--- src/rtl/csync_generator_pal576i.sv ---
// PAL 576i composite sync generator: half-line timing counters drive registered
// csync, hsync/vsync strobes, field flag, line number and active-video window.
module csync_generator_pal576i #(
  parameter int LINE_CLKS    = 6144,
  parameter int HSYNC_CLKS   = 451,
  parameter int EQ_CLKS      = 226,
  parameter int BROAD_CLKS   = 2621,
  parameter int ACTIVE_START = 1008,
  parameter int ACTIVE_END   = 6000
) (
  input  logic       clk,
  input  logic       reset,
  input  logic       frameSync,
  output logic       csync,
  output logic       hsync,
  output logic       vsync,
  output logic       isFieldOdd,
  output logic [9:0] lineNumber,
  output logic       activeVideo
);

  localparam int C_W = $clog2(LINE_CLKS);
  localparam logic [C_W-1:0] HALF_C  = C_W'(LINE_CLKS / 2);
  localparam logic [C_W-1:0] HALF_M1 = C_W'(LINE_CLKS / 2 - 1);

  logic [C_W-1:0] c_q, c_d;
  logic [10:0]    h_q, h_d;
  logic           csync_q, csync_d;
  logic           hsync_q, hsync_d;
  logic           vsync_q, vsync_d;
  logic           isFieldOdd_q, isFieldOdd_d;
  logic [9:0]     lineNumber_q, lineNumber_d;
  logic           activeVideo_q, activeVideo_d;

  logic [9:0]     line_cur;
  logic [C_W-1:0] pos;
  logic           c_zero;

  // Low width of the pulse that starts at the beginning of half-line h.
  function automatic logic [C_W-1:0] pulse_width(input logic [10:0] h);
    if (h <= 11'd4 || (h >= 11'd625 && h <= 11'd629))
      return C_W'(BROAD_CLKS);
    if (h >= 11'd1245 || (h >= 11'd5 && h <= 11'd9) ||
        (h >= 11'd620 && h <= 11'd624) || (h >= 11'd630 && h <= 11'd634))
      return C_W'(EQ_CLKS);
    if (!h[0])
      return C_W'(HSYNC_CLKS);
    return '0;
  endfunction

  function automatic logic in_picture_lines(input logic [9:0] line);
    return (line >= 10'd23 && line <= 10'd310) || (line >= 10'd336 && line <= 10'd622);
  endfunction

  always_comb begin
    c_d = c_q + 1'b1;
    h_d = h_q;
    if (c_q == HALF_M1) begin
      c_d = '0;
      h_d = (h_q == 11'd1249) ? 11'd0 : h_q + 11'd1;
    end
    if (frameSync) begin
      c_d = '0;
      h_d = '0;
    end

    line_cur = h_q[10:1] + 10'd1;
    c_zero   = (c_q == '0);
    // Position within the full line; odd half-lines sit in the second half.
    pos      = c_q + (h_q[0] ? HALF_C : '0);

    csync_d = !(c_q < pulse_width(h_q));
    hsync_d = c_zero && !h_q[0];
    vsync_d = c_zero && (h_q == 11'd0 || h_q == 11'd625);

    isFieldOdd_d = isFieldOdd_q;
    if (c_zero && h_q == 11'd0)
      isFieldOdd_d = 1'b1;
    else if (c_zero && h_q == 11'd625)
      isFieldOdd_d = 1'b0;

    lineNumber_d = hsync_d ? line_cur : lineNumber_q;

    activeVideo_d = in_picture_lines(line_cur) &&
                    (pos >= C_W'(ACTIVE_START)) && (pos < C_W'(ACTIVE_END));
  end

  always_ff @(posedge clk) begin
    if (reset) begin
      c_q           <= '0;
      h_q           <= '0;
      csync_q       <= 1'b1;
      hsync_q       <= 1'b0;
      vsync_q       <= 1'b0;
      isFieldOdd_q  <= 1'b1;
      lineNumber_q  <= 10'd1;
      activeVideo_q <= 1'b0;
    end else begin
      c_q           <= c_d;
      h_q           <= h_d;
      csync_q       <= csync_d;
      hsync_q       <= hsync_d;
      vsync_q       <= vsync_d;
      isFieldOdd_q  <= isFieldOdd_d;
      lineNumber_q  <= lineNumber_d;
      activeVideo_q <= activeVideo_d;
    end
  end

  assign csync       = csync_q;
  assign hsync       = hsync_q;
  assign vsync       = vsync_q;
  assign isFieldOdd  = isFieldOdd_q;
  assign lineNumber  = lineNumber_q;
  assign activeVideo = activeVideo_q;

endmodule

--- config.mk ---
export PLATFORM = sky130hd
export DESIGN_NAME = csync_generator_pal576i
export DESIGN_NICKNAME = d
export VERILOG_FILES = /design/src/rtl/csync_generator_pal576i.sv
export SDC_FILE = /design/constraint.sdc
export NUM_CORES = 1
export LEC_CHECK = 0
export ABC_AREA = 1
export CAP_MARGIN = 20
export CORE_MARGIN = 3
export CORE_UTILIZATION = 55
export DETAILED_ROUTE_END_ITERATION = 6
export PLACE_DENSITY_LB_ADDON = 0.15
export SLEW_MARGIN = 20
export SYNTH_ARGS = -nofsm -noshare
export SYNTH_HDL_FRONTEND = slang
export SYNTH_SLANG_ARGS = --single-unit
--- constraint.sdc ---
create_clock -name clk -period 4.3 [get_ports clk]
set_input_delay 0.86 -clock clk [delete_from_list [all_inputs] [get_ports clk]]
set_output_delay 0.86 -clock clk [all_outputs]
set_load 0.005 [all_outputs]
==> results of run 1 <==
==> state kept, by name (all words and copies together), names as in the netlist <==
signal and cells:
activeVideo 1, csync 1, h_q 11, vsync 1, hsync 1, isFieldOdd 1
lineNumber 10, c_q 13
==> critical path: stages, from the launching register on <==
cell and delay, ns:
dfxtp_1 0.48, inv_1 0.25, ha_1 0.29, nand2_1 0.10, o21ai_0 0.09, nand2_1 0.08, nand2_1 0.05, nor2_1 0.13
nand3_1 0.11, o21ai_0 0.32, ha_1 0.32, a21oi_1 0.14, o21ai_0 0.08, nand2_1 0.06, a21boi_0 0.07, nor4_1 0.17
nand2_1 0.08
==> metrics by stage <==
stage	hold slack, ns	cells	util	cell area, um^2	setup slack [ns]
finish	0.444	465	0.664	3030	1.37
floorplan	0.417	381	-	2720	1.80
CTS	0.453	465	0.664	3030	1.36
global route	0.480	465	0.664	3030	0.969
global placement	0.436	457	0.639	2920	1.48
detailed placement	0.439	457	0.639	2920	1.38
==> placed cells by master (no fill, tap or decap), types with 8 or more instances in the layout <==
master	n
ha_1	22
nor2_2	10
clkdlybuf4s50_1	17
nor2_1	41
a21oi_1	27
o21ai_0	18
nand2_1	79
nand3_1	17
inv_1	42
inv_2	8
dfxtp_1	39
==> area by class of cell <==
cell class                 instances  area (um^2)
clock buffer                       5         68.8
timing repair buffer              17          170
tap                               65         81.3
clock inverter                     3         43.8
multi-input combinational        284         1690
fill                             416         1530
sequential                        39          781
inverter                          52          200
==> synthesized netlist by cell type, types with 2 or more instances <==
| library cell | number | area [um^2] |
|---|---|---|
| a211oi_1 | 3 | 22.5 |
| a21oi_1 | 27 | 135 |
| a21oi_2 | 2 | 17.5 |
| a221oi_1 | 2 | 17.5 |
| a31oi_1 | 2 | 12.5 |
| buf_4 | 2 | 15.0 |
| buf_6 | 2 | 22.5 |
| dfxtp_1 | 39 | 781 |
| ha_1 | 22 | 275 |
| inv_1 | 42 | 158 |
| inv_2 | 8 | 30.0 |
| nand2_1 | 79 | 297 |
| nand2_2 | 7 | 43.8 |
| nand2_4 | 3 | 33.8 |
| nand3_1 | 17 | 85.1 |
| nand3_2 | 4 | 40.0 |
| nand4_1 | 7 | 43.8 |
| nor2_1 | 41 | 154 |
| nor2_2 | 10 | 62.6 |
| nor2_4 | 3 | 33.8 |
| nor3_1 | 7 | 35.0 |
| nor3_2 | 2 | 20.0 |
| nor3b_1 | 4 | 30.0 |
| nor4_1 | 2 | 12.5 |
| o21ai_0 | 18 | 90.1 |
| o21ai_1 | 3 | 15.0 |
| xor2_1 | 7 | 61.3 |
==> worst paths after layout <==
check                             from  cells after the start  slack (ns)      to
worst max-delay path            h_q[1]                     16        1.37   csync
worst min-delay path            c_q[0]                      1        0.44  c_q[0]
worst max register to register  h_q[1]                     16        1.37   csync
worst min register to register  c_q[0]                      1        0.44  c_q[0]
==> power by group through the flow <==
stage	combinational [mW]	sequential [mW]	clock, mW
floorplan	0.0254	0.381	0
global placement	0.0450	0.380	0
finish	0.0453	0.372	0.310
global route	0.0503	0.373	0.333
detailed placement	0.0454	0.380	0
CTS	0.0457	0.372	0.317
==> cell families after synthesis <==
| kind of cell | Yosys count |
|---|---|
| flops | 39 |
| simple gates | 191 |
| buf+inv | 58 |
| compound gates | 61 |
| fa+ha+maj | 23 |
| xor+xnor | 9 |
==> per-layer routing <==
layer / wire, um / global-route usage
met1: 3160 / 0.321
met2: 2580 / 0.322
met3: 331 / 0.0426
met4: 87 / 0.0797
met5: 0 / 0
==> qor.txt, run 1 <==
htree depth: 2
sw power: 0.165 mW
vias in the first global route: 2279
Req. time, crit path: 4.49 ns
Antenna Cells: 0
adder-cell share of the synthesized area: 0.108
Post-Syn Nets: 407
Resized cells post-CTS: 0
post-synthesis sequential area ratio: 0.287
Gate power share: 0.062
Fmax achieved: 342 MHz
Mapped Avg Cell Area: 7.15 um^2
main combinational cell family by area after synthesis: simple AND/OR/NAND/NOR gates
Detailed Routing Iterations Pass 1: 4
worst relative slew slack: 0.676
Synth Area in XOR/XNOR: 0.0317
die area: 5830 um^2
peak supply drop: 0.158 mV
critical-path maximum fanout: 10
worst-margin pin slew: 0.486 ns
WP data arrival: 3.11 ns
Internal: 0.563 mW
final antenna-violating net count: 0
PwrDens: 240 nW/um^2
dpl hpwl: 4840 um
classification of the worst setup path: reg2reg
CTS max path bufs: 2
Initial Util: 0.597
Setup crit end kind: flip-flop
crit path time final: 2.93 ns
Net Sw Frac: 0.226
worst skew pair latency: 0.30 ns
Core Area: 4560 um^2
post-synthesis compound-gate area fraction: 0.129
Worst setup SP type: flip-flop
share of cells above drive strength 1: 0.140
PortBufs: 17
Area growth syn-to-layout: 11.3%
DR WL/cell: 13.2 um
Iter 0 DRT Violations: 189
leak pwr: 1.28 nW
via count: 2469
TritonCTS clock tree: yes
first-pass GRT wire length: 10600 um
Die Y: 76.4 um
#FFs+latches synth: 39
count of different cell masters after synthesis: 43
# IOs: 18
NumNets Final: 425
routed vias/inst: 5.31
Tot Pwr: 0.727 mW
max-slew violations: 0
Final Hold Viols: 0
post-synthesis mux area share: 0
CTS Sinks: 39
top_reg_cell synth: dfxtp_1
largest net degree at the start of global routing: 18
gpl congestion: 0.921
synthesized area: 2720 um^2
antenna violations before repair: 0
Tightest Hold Check Type: reg2reg
CTS root buf: clkbuf_8
gr ovfl total: 0
residual DRC count: 0
Worst-path clk slew: 0.08 ns
setup_tns: 0 ns
MaxCap Viol Count: 0
Post-Route WL: 6160 um
Post-Synth Simple-Gate Area: 0.350
clock skew: 0.00360 ns
Seq pwr share: 0.511
Final Cycle Share: 0.680
row cnt: 24
RSZ-0062 raised after global routing: no
Post-CTS Hold Fix Bufs: 0
number of flops mapped to enable cells by yosys: 0
# Post-CTS Setup Buffers: 0
clock power share: 0.427
Total GRT Usage: 0.221
status: completed
Post-Syn Instances: 381
width of the die: 76.4 um
Num CTS Buffers: 5
Post-synth ARST share: 0
final setup fails: 0
Syn. warnings: 0
No activity file was read; power rests on OpenSTA's default activity.
==> run 2: changes to the inputs <==
Clock period 4.3 ns to 3 ns, I/O delays scaled along.
==> run 2 against run 1 <==
Net effect: worst hold slack improved by 0.0093 ns; via count increased by 3.4%; cell area grew 2.1%; power grew 46%; sequential share of layout area is 0.40 points lower; sequential power grew 43%; clock skew increased by 0.0038 ns; routed wire length grew 1.5%; worst setup slack got worse by 1.0 ns; critical path depth grew 2; largest power group unchanged; critical path type unchanged; count of clock-buffer cells in the layout increased by 1.
==> qor.txt, run 2 (synthesis gave the netlist of run 1 again) <==
CP max stage cell: dfxtp_4
Die Y: 76.4 um (unchanged)
Final Hold Viols: 0 (unchanged)
hold path endpoint: c_q[0]
residual DRC count: 0 (unchanged)
crit path time final: 2.65 ns (-0.272 ns)
WP data arrival: 2.84 ns (-0.27 ns)
leak pwr: 1.31 nW (+2.4%)
Tightest Hold Check Type: reg2reg
share of cells above drive strength 1: 0.163 (+0.0226)
CP top delay family: simple AND/OR/NAND/NOR gates
post-route cell area: 3090 um^2 (+2.1%)
first-pass GRT wire length: 10800 um (+1.2%)
CTS Sinks: 39 (unchanged)
TritonCTS clock tree: yes
Fmax achieved: 377 MHz (+10%)
multi-input combinational cell area: 1690 um^2 (+0.30%)
clock skew: 0.00742 ns (+0.00382 ns)
Crit path largest cell delay: 0.40 ns (-0.08 ns)
die area: 5830 um^2 (unchanged)
hold path start: c_q[0]
Cell Chain, Critical Path: clkinvlp_4 -> ha_1 -> nand2_1 -> nand2_1 -> inv_1 -> nand2_1 -> nand3_1 -> nand2_1 -> inv_1 -> nand3_1 -> o21ai_1 -> ha_1 -> a21oi_1 -> o21ai_0 -> nand2_1 -> a21boi_0 -> nor4_1 -> nand2_1
Biggest register: c_q
dpl hpwl: 4870 um (+0.78%)
PortBufs: 17 (unchanged)
number of buffers and inverters on the critical path: 3 (+2)
gr ovfl total: 0 (unchanged)
routed vias/inst: 5.42 (+2.0%)
Final Cycle Share: 0.884 (+0.204)
worst-margin pin slew: 0.425 ns (-0.0613 ns)
Num CTS Buffers: 5 (unchanged)
CTS root buf: clkbuf_8
htree depth: 2 (unchanged)
gpl congestion: 0.893 (-3.0%)
Antenna Cells: 0 (unchanged)
most used cell, CP: nand2_1
max-slew violations: 0 (unchanged)
peak supply drop: 0.193 mV (+22%)
vias in the first global route: 2312 (+1.4%)
PwrDens: 343 nW/um^2 (+43%)
Setup crit end kind: flip-flop
worst relative slew slack: 0.716 (+0.0403)
max reg flops: 13 (unchanged)
setup_tns: 0 ns (unchanged)
RSZ-0062 raised after global routing: no
Iter 0 DRT Violations: 155 (-18%)
Worst R2R Start: h_q[1]
Initial Util: 0.597 (unchanged)
# IOs: 18 (unchanged)
Area growth syn-to-layout: 13.6%
worst reg-to-reg setup slack: 0.35 ns (-1.03 ns)
reg2reg end: csync
# fillers: 418 (+0.48%)
antenna violations before repair: 0 (unchanged)
Setup crit start: h_q[1]
row cnt: 24 (unchanged)
final setup fails: 0 (unchanged)
Post-DP Area: 2950 um^2 (+1.0%)
FF-to-FF path depth: 18 (+2)
Post-Route WL: 6250 um (+1.5%)
Hold Path Depth: 1 (unchanged)
MaxCap Viol Count: 0 (unchanged)
Storage cell area: 785 um^2 (+0.48%)
critical-path maximum fanout: 7 (-3)
worst skew pair latency: 0.30 ns (about the same)
width of the die: 76.4 um (unchanged)
Worst-path clk slew: 0.08 ns (about the same)
leading cell types in the layout, fill and taps excluded: nand2_1, inv_1, nor2_1
status: completed
commonest non-fill, non-tap cell in the layout: nand2_1
DR WL/cell: 13.3 um (+0.18%)
Tot Pwr: 1.06 mW (+46%)
Total GRT Usage: 0.223 (+0.00238)
Req. time, crit path: 3.18 ns (-1.31 ns)
largest net degree at the start of global routing: 18 (unchanged)
via count: 2552 (+3.4%)
NumNets Final: 431 (+1.4%)
final antenna-violating net count: 0 (unchanged)
Detailed Routing Iterations Pass 1: 4 (unchanged)
classification of the worst setup path: reg2reg
CTS max path bufs: 2 (unchanged)
Post-CTS Hold Fix Bufs: 0 (unchanged)
Worst setup SP type: flip-flop
Core Area: 4560 um^2 (unchanged)
run 2: worst max path at each step:
stage,endpoint,slack (ns),cells past startpoint
2_1_floorplan,csync,0.50,16
3_3_place_gp,csync,0.26,16
3_5_place_dp,csync,0.20,16
4_1_cts,csync,0.18,16
5_1_grt,csync,0.03,17
6_report,csync,0.35,18
run 2: stage by stage:
step	hold WS (ns)	utilization	setup slack, ns	std cells
floorplan	0.417	-	0.503	381
global route	0.490	0.678	0.0267	471
detailed placement	0.443	0.646	0.198	461
global placement	0.433	0.646	0.262	461
finish	0.453	0.678	0.347	471
CTS	0.458	0.672	0.181	469
run 2: timing repair:
item	4_1_cts	5_1_grt
gates resized for setup	0	6
setup buffers	0	2
setup endpoints to repair	0	1
run 2: layer usage:
metal  GRT usage  share of wire  up-vias  wire length (um)
li1            -              -     1296                 -
met1       0.327           0.50     1159              3120
met2       0.330           0.42       84              2630
met3      0.0426          0.062       13               390
met4      0.0670          0.018        0               113
met5           0              0        -                 0
run 2: area by class of cell:
type,count,share of cell area
Clock buffer,6,0.0267
Sequential cell,39,0.254
Tap cell,65,0.0263
Inverter,52,0.0659
Clock inverter,2,0.0113
Timing Repair Buffer,23,0.0696
Multi-Input combinational cell,284,0.547
run 2: power breakdown:
| part | leakage, nW | switching, mW | total (mW) | internal [mW] |
|---|---|---|---|---|
| clock network | 0.0612 | 0.193 | 0.463 | 0.269 |
| logic | 0.935 | 0.0339 | 0.0646 | 0.0307 |
| registers | 0.317 | 0.00490 | 0.532 | 0.527 |
| total | 1.31 | 0.232 | 1.06 | 0.827 |
run 2: worst register-to-register path: stages, from the launching register on:
cell,delay [ns]
dfxtp_4,0.40
clkinvlp_4,0.17
ha_1,0.25
nand2_1,0.06
nand2_1,0.06
inv_1,0.07
nand2_1,0.05
nand3_1,0.08
nand2_1,0.05
inv_1,0.06
nand3_1,0.10
o21ai_1,0.25
ha_1,0.30
a21oi_1,0.14
o21ai_0,0.08
nand2_1,0.06
a21boi_0,0.07
nor4_1,0.22
nand2_1,0.08
